$ cat config.mk
export PLATFORM = sky130hd
export DESIGN_NAME = noc_transceiver
export DESIGN_NICKNAME = d
export VERILOG_FILES = /design/src/rtl/noc_transceiver.sv
export SDC_FILE = /design/constraint.sdc
export NUM_CORES = 1
export LEC_CHECK = 0
export CORE_UTILIZATION = 30
export CTS_CLUSTER_DIAMETER = 100
export CTS_CLUSTER_SIZE = 16
export DETAILED_ROUTE_END_ITERATION = 16
export PLACE_DENSITY = 0.82
export SYNTH_ARGS = -nofsm -noshare
export SYNTH_HDL_FRONTEND = slang
export SYNTH_SLANG_ARGS = --single-unit
$ cat constraint.sdc
create_clock -name clk -period 1.2 [get_ports clk]
set_input_delay 0.18 -clock clk [delete_from_list [all_inputs] [get_ports clk]]
set_output_delay 0.18 -clock clk [all_outputs]
set_load 0.02 [all_outputs]
$ cat src/rtl/noc_transceiver.sv
// Output stage of a router node: pops one packet from the node FIFO, routes it through
// the table RT_TABLE and holds it on the selected output port until the receiver takes it.
//   state | meaning
//   IDLE  | waiting for a non-empty FIFO
//   READ  | read request issued, FIFO data arrives next cycle
//   LOAD  | sample packet, drop if invalid, else route and present it
//   SEND  | holding packet on port p until r_ready_in[p]
module noc_transceiver #(
  parameter int DATA_SIZE = 4,
  parameter int ADDR_SIZE = 1,
  parameter int NODES_NUM = 4,
  localparam int BUS = DATA_SIZE + ADDR_SIZE + 1,
  localparam int PW  = $clog2(NODES_NUM + 1),
  // routing ROM, entry k at [k*PW +: PW]; default maps addr0->4, addr1->1
  parameter logic [PW*(2**ADDR_SIZE)-1:0] RT_TABLE = {3'd1, 3'd4}
) (
  input  logic                         clk,
  input  logic                         a_rst,
  input  logic                         empty,
  input  logic [NODES_NUM:0]           r_ready_in,
  input  logic [BUS-1:0]               data_i,
  output logic                         r_req,
  output logic [NODES_NUM:0]           wr_ready_out,
  output logic [BUS*(NODES_NUM+1)-1:0] data_o
);

  typedef enum logic [1:0] {
    IDLE = 2'd0,
    READ = 2'd1,
    LOAD = 2'd2,
    SEND = 2'd3
  } state_t;

  state_t r_state;

  logic [ADDR_SIZE-1:0]         w_addr;
  logic [PW-1:0]                w_rt_entry;
  logic [PW-1:0]                w_port;
  logic [NODES_NUM:0]           w_onehot;
  logic [BUS*(NODES_NUM+1)-1:0] w_slot;
  logic                         w_accept;

  always_comb begin
    w_addr     = data_i[BUS-2:DATA_SIZE];
    w_rt_entry = '0;
    for (int i = 0; i < 2**ADDR_SIZE; i++) begin
      if (w_addr == ADDR_SIZE'(i)) w_rt_entry = RT_TABLE[i*PW +: PW];
    end
    // out-of-range table entries fall back to the local port
    w_port   = (w_rt_entry > PW'(NODES_NUM)) ? PW'(NODES_NUM) : w_rt_entry;
    w_onehot = '0;
    w_slot   = '0;
    for (int i = 0; i <= NODES_NUM; i++) begin
      if (w_port == PW'(i)) begin
        w_onehot[i]          = 1'b1;
        w_slot[i*BUS +: BUS] = data_i;
      end
    end
  end

  // wr_ready_out is one-hot in SEND, so this only sees the selected port's ready
  assign w_accept = |(r_ready_in & wr_ready_out);

  always_ff @(posedge clk) begin
    if (a_rst) begin
      r_state      <= IDLE;
      r_req        <= 1'b0;
      wr_ready_out <= '0;
      data_o       <= '0;
    end else begin
      case (r_state)
        IDLE: begin
          if (!empty) begin
            r_req   <= 1'b1;
            r_state <= READ;
          end
        end
        READ: begin
          r_req   <= 1'b0;
          r_state <= LOAD;
        end
        LOAD: begin
          if (data_i[BUS-1]) begin
            data_o       <= w_slot;
            wr_ready_out <= w_onehot;
            r_state      <= SEND;
          end else begin
            r_state <= IDLE;
          end
        end
        SEND: begin
          if (w_accept) begin
            data_o       <= '0;
            wr_ready_out <= '0;
            r_state      <= IDLE;
          end
        end
        default: begin
          r_req   <= 1'b0;
          r_state <= IDLE;
        end
      endcase
    end
  end

endmodule

### Yosys cells after proc, flatten, opt, wreduce, memory -nomap -nowiden

Cells that the tools add are included.

* register bits: 38
* input port bits: 14
* output and inout bits: 36
* logic and storage cells: 48

* order comparisons: 1
* eq/ne operators: 10
* muxes and demuxes: 24
* bitwise operators: 1
* reductions and logical operators: 8

Operator list (number)
* 30-bit 2-to-1 mux: 2
* 30-bit case mux with 2 select lines: 1
* 6-bit 2-to-1 mux: 5
* 5-bit 2-to-1 mux: 2
* 5-bit case mux with 2 select lines: 1
* 2-bit case mux with 4 select lines: 1
* 3-bit by 2-bit equality test with 1-bit output (second input constant): 2
* 1-bit 2-to-1 mux: 6
* 2-bit 2-to-1 mux: 3
* 3-bit 2-to-1 mux: 2
* 2-bit != test (second input constant): 3
* 5-bit bitwise AND: 1
* 5-bit OR reduction: 1
* 2-bit equality test (second input constant): 2
* 2-bit AND reduction: 2
* 2-bit nonzero test: 2
* 3-bit by 1-bit equality test with 1-bit output (second input constant): 1
* 3-bit equality test (second input constant): 1
* 3-bit > comparator (second input constant): 1
* 3-bit zero test: 1
* 3-bit AND reduction: 1
* 2-bit by 1-bit equality test with 1-bit output (second input constant): 1
* 2-bit zero test: 1
* 1-bit case mux with 2 select lines: 1

### Longest topological paths before layout

* depth after elaboration: 7
* mapped depth: 4
* depth with buffers taken out: 3

### Least setup slack after synthesis

Ideal clock, no wire load.

* kind: flip-flop to flip-flop
* start point: register, netlist name data_o[10]
* end point: register data_o[26]
* library setup time: 0.117 ns
* arrival time: 1.118 ns
* required time: 1.083 ns
* setup slack: -0.036 ns
* cell stages (with the launch flop): 4
* buffers on the path: 0
* cells stage by stage: dfxtp_1 -> a22oi_1 -> a22o_4 -> a32o_1

RTL lines
* end signal: assignment: line 84 `data_o <= w_slot;`
* end: declaration: line 24 `output logic [BUS*(NODES_NUM+1)-1:0] data_o`

### Worst setup path in the final report

* start point: register data_o[10]
* end point: output port data_o[10]

No word-level cell between the ends.

==> results.md <==
Placed design:
- The weighted congestion at the end of routability-driven global placement is about 0.77.
- At the placement stage, the worst setup path has a slack of -272 ps.
- The count of buffers added on input and output ports is 24.
- Summed over all nets, the half-perimeter wirelength after detailed placement is roughly 1.2 mm.

Logic synthesis:
- The fraction of synthesized cell area taken by the top area cell type is 36.0%.
- Yosys printed 0 warnings.
- Sorting the synthesized cells by area gives the leading types as dfxtp_1 36%, buf_4 27%, o2bb2ai_1 6.1%.
- Among all cell types in the netlist, the one instantiated most often is buf_4.
- Counting flops and latches in the post-synthesis netlist gives 13.
- The number of unique standard cell types used by synthesis is 23.
- The largest total area in the synthesized netlist belongs to dfxtp_1.
- A synthesized cell averages 9.02 sq um.
- The netlist area before placement is about 720 sq um.
- By count the netlist is led by 26 x buf_4, 13 x dfxtp_1, 8 x nand2_1.
- The most used flip-flop cell after synthesis is dfxtp_1.
- The gate count of the mapped netlist is 80.
- The proportion of synthesized chip area in sequential cells is a little over a third.
- The share of synthesized flip-flops with an asynchronous set or reset is 0%.
- The number of enable-type register cells in the synthesized netlist is 0.

STA:
- The fraction of the cycle the final worst path needs is a little over nine tenths.
- Setup violations remaining at the end of the flow were counted as 0.
- Setup repair after global routing could not meet its margin everywhere.
- The max-slew violation count is 0.
- The least setup slack across all paths after layout is ~30 ps.
- Subtracting the final worst setup slack from the clock period gives 1170 ps.
- The clock skew is 0.909 ps.
- Derived from the worst setup path, the maximum achievable clock frequency is about 860 MHz.
- The final hold violation count is 0.

Cells and area:
- The fraction of layout instances using a drive strength above 1 is a little over 20%.
- The footprint of the flip-flops and latches is about 260 sq um.
- The area of the multi-input gates is 333 sq um.
- The repair_antennas step left the layout with diodes totalling 0.
- The fill cell instance count of the final layout is 229.
- The net total in the final layout is 128.
- The synthesis-to-layout area growth is 33.8%.

Global routing:
- Global routing finished with a remaining overflow of 0.
- The aggregate global-route resource usage is 11.5%.
- The via count of the first global-routing pass is 536.
- The first-pass GRT wire length is ~2.2 mm.
- Entering global routing, the biggest net connects 11 pins.
- The number of antenna violations at the first check in global routing was 0.

Hold path:
- The kind of path behind the tightest hold check is in2reg.

Setup path:
- The type of element launching the critical path is a register.
- The number of buffers and inverters on the critical path is 1.
- Along the worst path, the maximum fanout reaches 6.
- The critical path data arrival time is ~1000 ps.
- Broken down by cell family, the worst path's largest delay share belongs to flip-flops.
- The slowest cell on the critical path is dfxtp_2.
- The signal on the critical path passes through dlygate4sd2_1.
- The worst endpoint required time is 1020 ps.
- The critical path class is reg2out.
- On the worst path, the slowest cell contributes a delay of between 300 and 400 ps.
- The category of the worst setup path capture point is an output port.
- The worst register-to-register path has a setup slack of approximately 70 ps.

CTS:
- The maximum buffer depth of the clock tree is 2.
- The H-tree depth is 1.
- The clock edge transition at the registers on the reported setup and hold paths is 80 ps.
- The TritonCTS clock tree is yes.
- The cell chosen for the clock root is clkbuf_4.
- The clock reaches the later pin of the worst-skew pair after approximately 280 ps.
- The number of CTS-inserted buffers is 3.
- The tree built by TritonCTS fans out to 13 sinks.

Detailed routing:
- The first-iteration detailed-routing DRC count is 14.
- The final route contains slightly above 600 vias.
- The detailed-routing iteration count for the pre-antenna-repair pass is 4.
- Summed over all layers, the routed wires come to roughly 1.5 mm.
- After detailed routing, the number of remaining DRC violations is 0.
- The final antenna-violating net count is 0.
- After detailed routing, the average wire length per cell comes to ~10 um.
- Using the TritonRoute via totals, the vias-per-cell ratio works out to 4.38.

Status:
- The flow ran to the end, and the final reports show no timing, DRC or antenna violations.

Die:
- The total die area is around 2600 sq um.
- The starting utilization of the core area is about a third.
- The core outline area is between 2000 and 2500 sq um.
- The top-level I/O count is 50.
- The horizontal die dimension is 51.1 um.
- The floorplan row count is 17.
- In this run the vertical extent of the chip is about 51 um.

Job:
- The tool flagged a number of max-cap violations equal to 0.

Power and ir drop:
- For this design the ratio of total power to cell area is ~1000 nW/um^2.
- The static leakage is between 0.4 and 0.5 nW.
- The design draws 0.951 mW.
- The maximum VDD drop is roughly 0.0005 V.
-- final cells by class --
cell class	instances	area share [%]
Clock buffer	3	2.33
Clock inverter	1	0.518
Inverter	4	1.55
Multi-Input combinational cell	58	34.5
Sequential cell	13	27.2
Tap cell	28	3.63
Timing Repair Buffer	34	30.3
-- layout by cell type, fill, tap and decap left out --
cell type | netlist | layout
conb_1 | 1 | 22
dlygate4sd2_1 | 0 | 12
dfxtp_1 | 13 | 11
buf_4 | 26 | 10
clkdlybuf4s50_1 | 0 | 9
nand2_1 | 8 | 8
o2bb2ai_1 | 5 | 5
a32o_1 | 4 | 4
inv_1 | 3 | 3
a31oi_1 | 3 | 3
clkbuf_4 | 0 | 3
nor2_1 | 3 | 2
dfxtp_2 | 0 | 2
clkbuf_2 | 0 | 2
inv_2 | 1 | 1
nand3b_1 | 1 | 1
nor2_2 | 0 | 1
o21ai_2 | 1 | 1
a22oi_1 | 1 | 1
nor2b_1 | 1 | 1
a22o_4 | 1 | 1
and4bb_2 | 1 | 1
or3_1 | 1 | 1
nand3_1 | 1 | 1
nand4b_1 | 1 | 1
o22ai_1 | 1 | 1
o21ai_0 | 1 | 1
a21oi_1 | 1 | 1
a211oi_1 | 1 | 1
clkinv_2 | 0 | 1
dlymetal6s2s_1 | 0 | 1
-- routing by layer --
layer	GRT usage, %	wire length [um]	vias to the layer above
met5	0	0	-
met4	0	0	0
met3	6.55	132	0
met2	20.2	745	34
met1	12.7	591	281
li1	-	-	303
-- stage by stage --
stage               std cells  instance area, sq um  setup TNS, ps  hold slack (ps)  utilization [%]
detailed placement        137                   957          -2310              456             42.9
global placement          137                   957          -1970              457             42.9
finish                    141                   966              0              269             43.2
floorplan                 101                   802              0              249                -
global route              141                   966          -30.3              268             43.2
CTS                       141                   968              0              481             43.4
-- power by group --
part | total (mW) | internal, mW | leakage (nW) | switching, mW
Sequential | 0.463 | 0.447 | 0.106 | 0.0161
Combinational | 0.219 | 0.0864 | 0.346 | 0.133
Clock | 0.269 | 0.124 | 0.0177 | 0.146
Total | 0.951 | 0.657 | 0.470 | 0.294
-- logic make-up after synthesis --
kind of cell    synth area share [%]
flops                           36.0
simple gates                    12.1
compound gates                  22.2
other cells                    0.519
buf+inv                         29.1
-- state kept, by name, summed over array words and instances, names as in the netlist --
name,flops
r_req,1
data_o,10
r_state,2
-- path summary, 6_finish.rpt --
kind | from | cells past startpoint | endpoint
max | data_o[10] | 1 | data_o[10]
min | a_rst | 2 | r_state[1]
max reg2reg | r_state[0] | 3 | data_o[26]
min reg2reg | data_o[24] | 1 | data_o[24]
-- repair_timing --
action / in CTS / in global routing
resized for setup: 15 / 6
setup buffers: 0 / 0
hold buffers: 0 / 0
endpoints found under the setup margin: 18 / 10
(Power assumes the default switching activity.)
